`src/rtl/lzrw1_token_parser.sv`:
```
// LZRW1 stream parser: splits a compressed byte stream into literal/copy tokens for the decompressor.
// Define LZRW1_TOKEN_STATS_EN to add saturating literal/copy/error statistic counters.
module lzrw1_token_parser #(
  parameter int ITEMS_PER_GROUP = 16
`ifdef LZRW1_TOKEN_STATS_EN
  , parameter int COUNT_WIDTH = 32
`endif
) (
  input  logic        clock,
  input  logic        reset,
  input  logic [7:0]  in_byte,
  input  logic        in_valid,
  input  logic        in_last,
  output logic        in_ready,
  output logic [15:0] token_data,
  output logic        token_is_copy,
  output logic        token_valid,
  input  logic        decompressor_busy,
`ifdef LZRW1_TOKEN_STATS_EN
  output logic                   format_error,
  output logic [COUNT_WIDTH-1:0] literal_count,
  output logic [COUNT_WIDTH-1:0] copy_count,
  output logic [COUNT_WIDTH-1:0] error_count
`else
  output logic        format_error
`endif
);

  localparam int CntW = $clog2(ITEMS_PER_GROUP);
  localparam logic [CntW-1:0] LastItem = CntW'(ITEMS_PER_GROUP - 1);

  typedef enum logic [2:0] {
    CTRL_LO,
    CTRL_HI,
    BYTE0,
    BYTE1,
    ISSUE,
    HOLDOFF
  } state_t;

  state_t          state_q, state_d;
  logic [15:0]     ctrl_q, ctrl_d;
  logic [CntW-1:0] item_cnt_q, item_cnt_d;
  logic [7:0]      hold_q, hold_d;
  logic [15:0]     data_q, data_d;
  logic            copy_q, copy_d;
  logic            last_q, last_d;
  logic            err_q, err_d;
  logic            accept;

  assign in_ready = !reset && (state_q == CTRL_LO || state_q == CTRL_HI ||
                               state_q == BYTE0   || state_q == BYTE1);
  assign accept        = in_valid && in_ready;
  assign token_valid   = (state_q == ISSUE) && !decompressor_busy;
  assign token_data    = data_q;
  assign token_is_copy = copy_q;
  assign format_error  = err_q;

  always_ff @(posedge clock) begin
    if (reset) begin
      state_q    <= CTRL_LO;
      ctrl_q     <= '0;
      item_cnt_q <= '0;
      hold_q     <= '0;
      data_q     <= '0;
      copy_q     <= 1'b0;
      last_q     <= 1'b0;
      err_q      <= 1'b0;
    end else begin
      state_q    <= state_d;
      ctrl_q     <= ctrl_d;
      item_cnt_q <= item_cnt_d;
      hold_q     <= hold_d;
      data_q     <= data_d;
      copy_q     <= copy_d;
      last_q     <= last_d;
      err_q      <= err_d;
    end
  end

  // Any malformed byte drops the partial item and restarts at a control word.
  always_comb begin
    state_d    = state_q;
    ctrl_d     = ctrl_q;
    item_cnt_d = item_cnt_q;
    hold_d     = hold_q;
    data_d     = data_q;
    copy_d     = copy_q;
    last_d     = last_q;
    err_d      = 1'b0;
    case (state_q)
      CTRL_LO: if (accept) begin
        if (in_last) begin
          err_d      = 1'b1;
          item_cnt_d = '0;
        end else begin
          ctrl_d[7:0] = in_byte;
          state_d     = CTRL_HI;
        end
      end
      CTRL_HI: if (accept) begin
        item_cnt_d = '0;
        if (in_last) begin
          err_d   = 1'b1;
          state_d = CTRL_LO;
        end else begin
          ctrl_d[15:8] = in_byte;
          state_d      = BYTE0;
        end
      end
      BYTE0: if (accept) begin
        if (ctrl_q[item_cnt_q]) begin
          if (in_last) begin
            err_d      = 1'b1;
            item_cnt_d = '0;
            state_d    = CTRL_LO;
          end else begin
            hold_d  = in_byte;
            state_d = BYTE1;
          end
        end else begin
          data_d  = {8'h00, in_byte};
          copy_d  = 1'b0;
          last_d  = in_last;
          state_d = ISSUE;
        end
      end
      BYTE1: if (accept) begin
        if (hold_q[7:4] == 4'd0) begin
          err_d      = 1'b1;
          item_cnt_d = '0;
          state_d    = CTRL_LO;
        end else begin
          data_d  = {hold_q, in_byte};
          copy_d  = 1'b1;
          last_d  = in_last;
          state_d = ISSUE;
        end
      end
      ISSUE: if (!decompressor_busy) state_d = HOLDOFF;
      // Busy is ignored here because the decompressor only raises it a cycle after taking a token.
      HOLDOFF: begin
        if (last_q) begin
          last_d     = 1'b0;
          item_cnt_d = '0;
          state_d    = CTRL_LO;
        end else if (item_cnt_q == LastItem) begin
          item_cnt_d = '0;
          state_d    = CTRL_LO;
        end else begin
          item_cnt_d = item_cnt_q + 1'b1;
          state_d    = BYTE0;
        end
      end
      default: state_d = CTRL_LO;
    endcase
  end

`ifdef LZRW1_TOKEN_STATS_EN
  logic [COUNT_WIDTH-1:0] lit_cnt_q, copy_cnt_q, err_cnt_q;

  always_ff @(posedge clock) begin
    if (reset) begin
      lit_cnt_q  <= '0;
      copy_cnt_q <= '0;
      err_cnt_q  <= '0;
    end else begin
      if (token_valid && !copy_q && lit_cnt_q != '1)  lit_cnt_q  <= lit_cnt_q + 1'b1;
      if (token_valid && copy_q && copy_cnt_q != '1)  copy_cnt_q <= copy_cnt_q + 1'b1;
      if (err_q && err_cnt_q != '1)                   err_cnt_q  <= err_cnt_q + 1'b1;
    end
  end

  assign literal_count = lit_cnt_q;
  assign copy_count    = copy_cnt_q;
  assign error_count   = err_cnt_q;
`endif

endmodule

```
`config.mk`:
```
export PLATFORM = sky130hd
export DESIGN_NAME = lzrw1_token_parser
export DESIGN_NICKNAME = d
export VERILOG_FILES = /design/src/rtl/lzrw1_token_parser.sv
export SDC_FILE = /design/constraint.sdc
export NUM_CORES = 1
export LEC_CHECK = 0
export CORE_MARGIN = 1.5
export CORE_UTILIZATION = 53
export DETAILED_ROUTE_END_ITERATION = 10
export HOLD_SLACK_MARGIN = 0.08
export PLACE_DENSITY = 0.78
export SETUP_SLACK_MARGIN = 0.02
export SLEW_MARGIN = 5
export SYNTH_ARGS = -nofsm -noshare
export SYNTH_HDL_FRONTEND = slang
export SYNTH_SLANG_ARGS = --single-unit
```
`constraint.sdc`:
```
create_clock -name clock -period 2.6 [get_ports clock]
set_input_delay 0.52 -clock clock [delete_from_list [all_inputs] [get_ports clock]]
set_output_delay 0.52 -clock clock [all_outputs]
set_load 0.005 [all_outputs]
```
==> key figures <==
CTS
  – Total CTS buffers: 5
  – Setup Buffers After CTS: 0
  – CTS Root Cell: clkbuf_8
  – Clock tree from TritonCTS: done
  – Cts hold-fix bufs: 0
  – H-tree depth: 2
  – Clock sink count: 50
  – Clk buf depth: 2
  – Resize count post-CTS: 0
  – Clock Latency Late Sink: 0.30 ns
  – Clock-pin slew on the worst setup and hold paths: 0.08 ns

Place
  – Pre-CTS setup slack: between 0.07 and 0.08 ns
  – Port bufs: 32
  – RD Place Congestion: 0.874
  – HPWL after DPL: 3390 um

Critical path
  – WP data arrival: 1.83 ns
  – Crit-path cells: nor3b_1 > nor2b_1 > clkdlybuf4s50_1
  – Slowest stage delay, CP: 0.54 ns
  – Critical-path top delay cell: dfxtp_1
  – Worst setup startpoint: state_q[0]$_SDFFE_PP0P_
  – Crit-path leading delay family: flip-flops
  – Maximum fanout along the worst path: 22
  – Critical path endpoint category: primary output
  – Reg2reg setup slack: 0.42 ns
  – Reg2reg start: item_cnt_q[2]$_SDFFE_PP0P_
  – Worst setup SP type: flip-flop
  – Crit path required time: approximately 2.1 ns
  – WP buf/inv: 1
  – Kind of critical path: flip-flop to primary output

GRT
  – First-pass GRT wire length: 7550 um
  – Largest net degree at the start of global routing: 33
  – Global-route usage over all layers: 22.0%
  – Vias in the first global route: 1600
  – Antenna violations before repair: 0
  – Overflow after GRT: 0

Finish
  – Share of cells above drive strength 1: 8.30%
  – Core Util, Final: 68.5%
  – ANT cells: 0
  – Fillers: 342
  – Nets@finish: 291
  – Area grow syn2layout: 22.6%

Timing
  – Worst-margin pin slew: 0.686 ns
  – Final setup viols: 0
  – Period Utilization, post-route: 90.4%
  – Pins over their slew limit: 0
  – Fmax: 0.425 GHz
  – Worst Hold Slack: approximately 0.48 ns
  – Worst Clk Skew: 0.00853 ns
  – Final Critical Period: 2.35 ns
  – Slew HR: 54.2%
  – Hold Fails Final Rpt: 0
  – Sum of negative setup slack: 0 ns
  – Setup ws final: 0.249 ns
  – Unrepaired setup endpoints after global routing: no

Pwr
  – Sw Pwr: 0.000304 W
  – Lkg Pwr: 1.09 nW
  – Sequential power share: 55.6%
  – VDD IR max: around 0.00037 V
  – P_int: 0.00110 W
  – Pwr Density: 504 mW/mm2
  – Combinational Power Share: under 10%
  – Switching share of total power: 21.7%
  – Clock Power Share: 38.2%

Detailed routing
  – Post-route DRC: 0
  – Initial DRT Pass Iterations: 4
  – Drt wl/cell: 14.3 um
  – Final ANT Viol Nets: 0
  – Via count: 1865
  – DR iter-0 viols: 102
  – Drt total wl: 4690 um
  – Vias/cell: 5.70

Logic synthesis
  – Top-area cell type share of the netlist area: approximately 44%
  – Synthesized instance count: 243
  – Mapped Nets: 257
  – Largest cells by area after synthesis: dfxtp_1 44%, mux2i_1 15%, nor2_1 5.3%
  – Largest family of logic cells by synthesized area: simple AND/OR/NAND/NOR gates
  – Post-synthesis xor/xnor area fraction: 0%
  – EDFF count, synth: 0
  – Post-synthesis mux area share: 18.5%
  – Post-Synth Simple-Gate Area: 19.5%
  – YS warnings: 0
  – Synth Area in Compound Gates: ~14%
  – Share of synthesized registers carrying an async set or reset: 0%
  – Synthesized area: 0.00227 mm2
  – Distinct cells, synth: 41
  – Largest area contributor in the netlist: dfxtp_1
  – Adder-cell share of the synthesized area: less than 1%
  – Register area share after synthesis: 44.2%
  – Mean post-synth cell area: 9.33 um2
  – Main synth FF type: dfxtp_1
  – FF+latch count, synth: 50

Floorplan
  – Core area: just over 0.004 mm2
  – Starting Density: 55.9%
  – Die span in x: 68.4 um
  – Row cnt: 23
  – Die area: roughly 0.0047 mm2
  – Num ports: 33
  – Die span in y: 68.4 um

Flow run
  – Max-cap viol count: 0

Worst hold path
  – Min-Delay Startpoint: token_data[12]$_SDFFE_PP0P_
  – Tightest Hold Check Type: flip-flop to flip-flop

Outcome
  – Status: complete, no violations
registers in the layout, indices dropped and copies added, names as in the netlist:
| signal | count |
|---|---|
| item_cnt_q | 4 |
| format_error | 1 |
| last_q | 1 |
| state_q | 3 |
| token_data | 16 |
| ctrl_q | 16 |
| token_is_copy | 1 |
| hold_q | 8 |
power groups by stage:
stage | Combinational, W | Sequential (W) | Clock [W]
final | 0.0000856 | 0.000779 | 0.000536
after global routing | 0.0000932 | 0.000781 | 0.000580
after CTS | 0.0000859 | 0.000779 | 0.000549
after detailed placement | 0.0000854 | 0.000797 | 0
after global placement | 0.0000850 | 0.000797 | 0
after floorplan | 0.0000444 | 0.000793 | 0
path summary, 6_finish.rpt:
check / to / cells past startpoint
max reg2reg: token_data[1]$_SDFFE_PP0P_ / 7
min: token_data[12]$_SDFFE_PP0P_ / 2
max: token_valid / 3
min reg2reg: token_data[12]$_SDFFE_PP0P_ / 2
metal layers:
layer / track usage (%) / up-vias / part of all wire, %
met3: 5.43 / 6 / 4.0
met4: 6.75 / 0 / 1.1
met2: 33.8 / 42 / 46
li1: - / 938 / -
met1: 30.3 / 879 / 49
met5: 0 / - / 0
tightest hold or removal path, delay by kind of cell, from the launching register on:
family	cells	cell delay (ns)
DFF	1	0.31
AOI/OAI and AO/OA	2	0.12
per-stage QoR:
stage,cells,power (W),area [um2]
floorplan,243,0.000837,2270
global placement,320,0.000882,2670
detailed placement,320,0.000883,2670
CTS,327,0.00141,2780
global route,327,0.00145,2780
finish,327,0.00140,2780
logic make-up (layout without fill, tap and decap cells):
group	after synthesis	count (layout)
AO/OA/AOI/OAI	48	48
multiplexers	41	41
buffers and inverters	18	52
flip-flops	50	50
AND/OR/NAND/NOR	85	85
adder cells (fa/ha/maj)	1	1
final cells by class:
cell class	count	area, um2	area share, %
clock buffers	5	68.8	2.48
clock inverters	2	38.8	1.40
inverters	2	7.51	0.270
multi-input cells	175	1180	42.6
flip-flops and latches	50	1000	36.0
well taps	50	62.6	2.25
repair buffers	43	415	14.9
synth_stat cells, types with 2 or more instances:
master / instances
a211oi_1: 3
a21oi_1: 19
a22oi_1: 3
a311oi_1: 3
and2_1: 2
buf_2: 2
clkbuf_1: 11
dfxtp_1: 50
inv_1: 2
mux2_1: 8
mux2i_1: 33
nand2_1: 6
nand2b_1: 4
nand3_1: 5
nand4_1: 8
nor2_1: 32
nor2b_1: 13
nor3b_1: 4
o21ai_0: 2
o21ai_1: 10
or3_1: 2
or4_1: 2
layout by cell type (no fill, tap or decap), drive strengths merged:
cell type      count
a211oi             4
a21oi             19
a221oi             1
a22oi              3
a311oi             3
a31oi              1
and2               2
and2b              1
buf               11
bufinv             1
clkbuf             5
clkdlybuf4s50     32
clkinv             1
dfxtp             50
ha                 1
inv                2
mux2               8
mux2i             33
nand2              7
nand2b             4
nand3              5
nand3b             1
nand4              8
nor2              33
nor2b             13
nor3b              4
o211ai             1
o21a               1
o21ai             12
o221a              1
o22ai              1
o2bb2ai            1
or2                2
or3                2
or3b               1
or4                2
No activity file was read; power rests on OpenSTA's default activity.
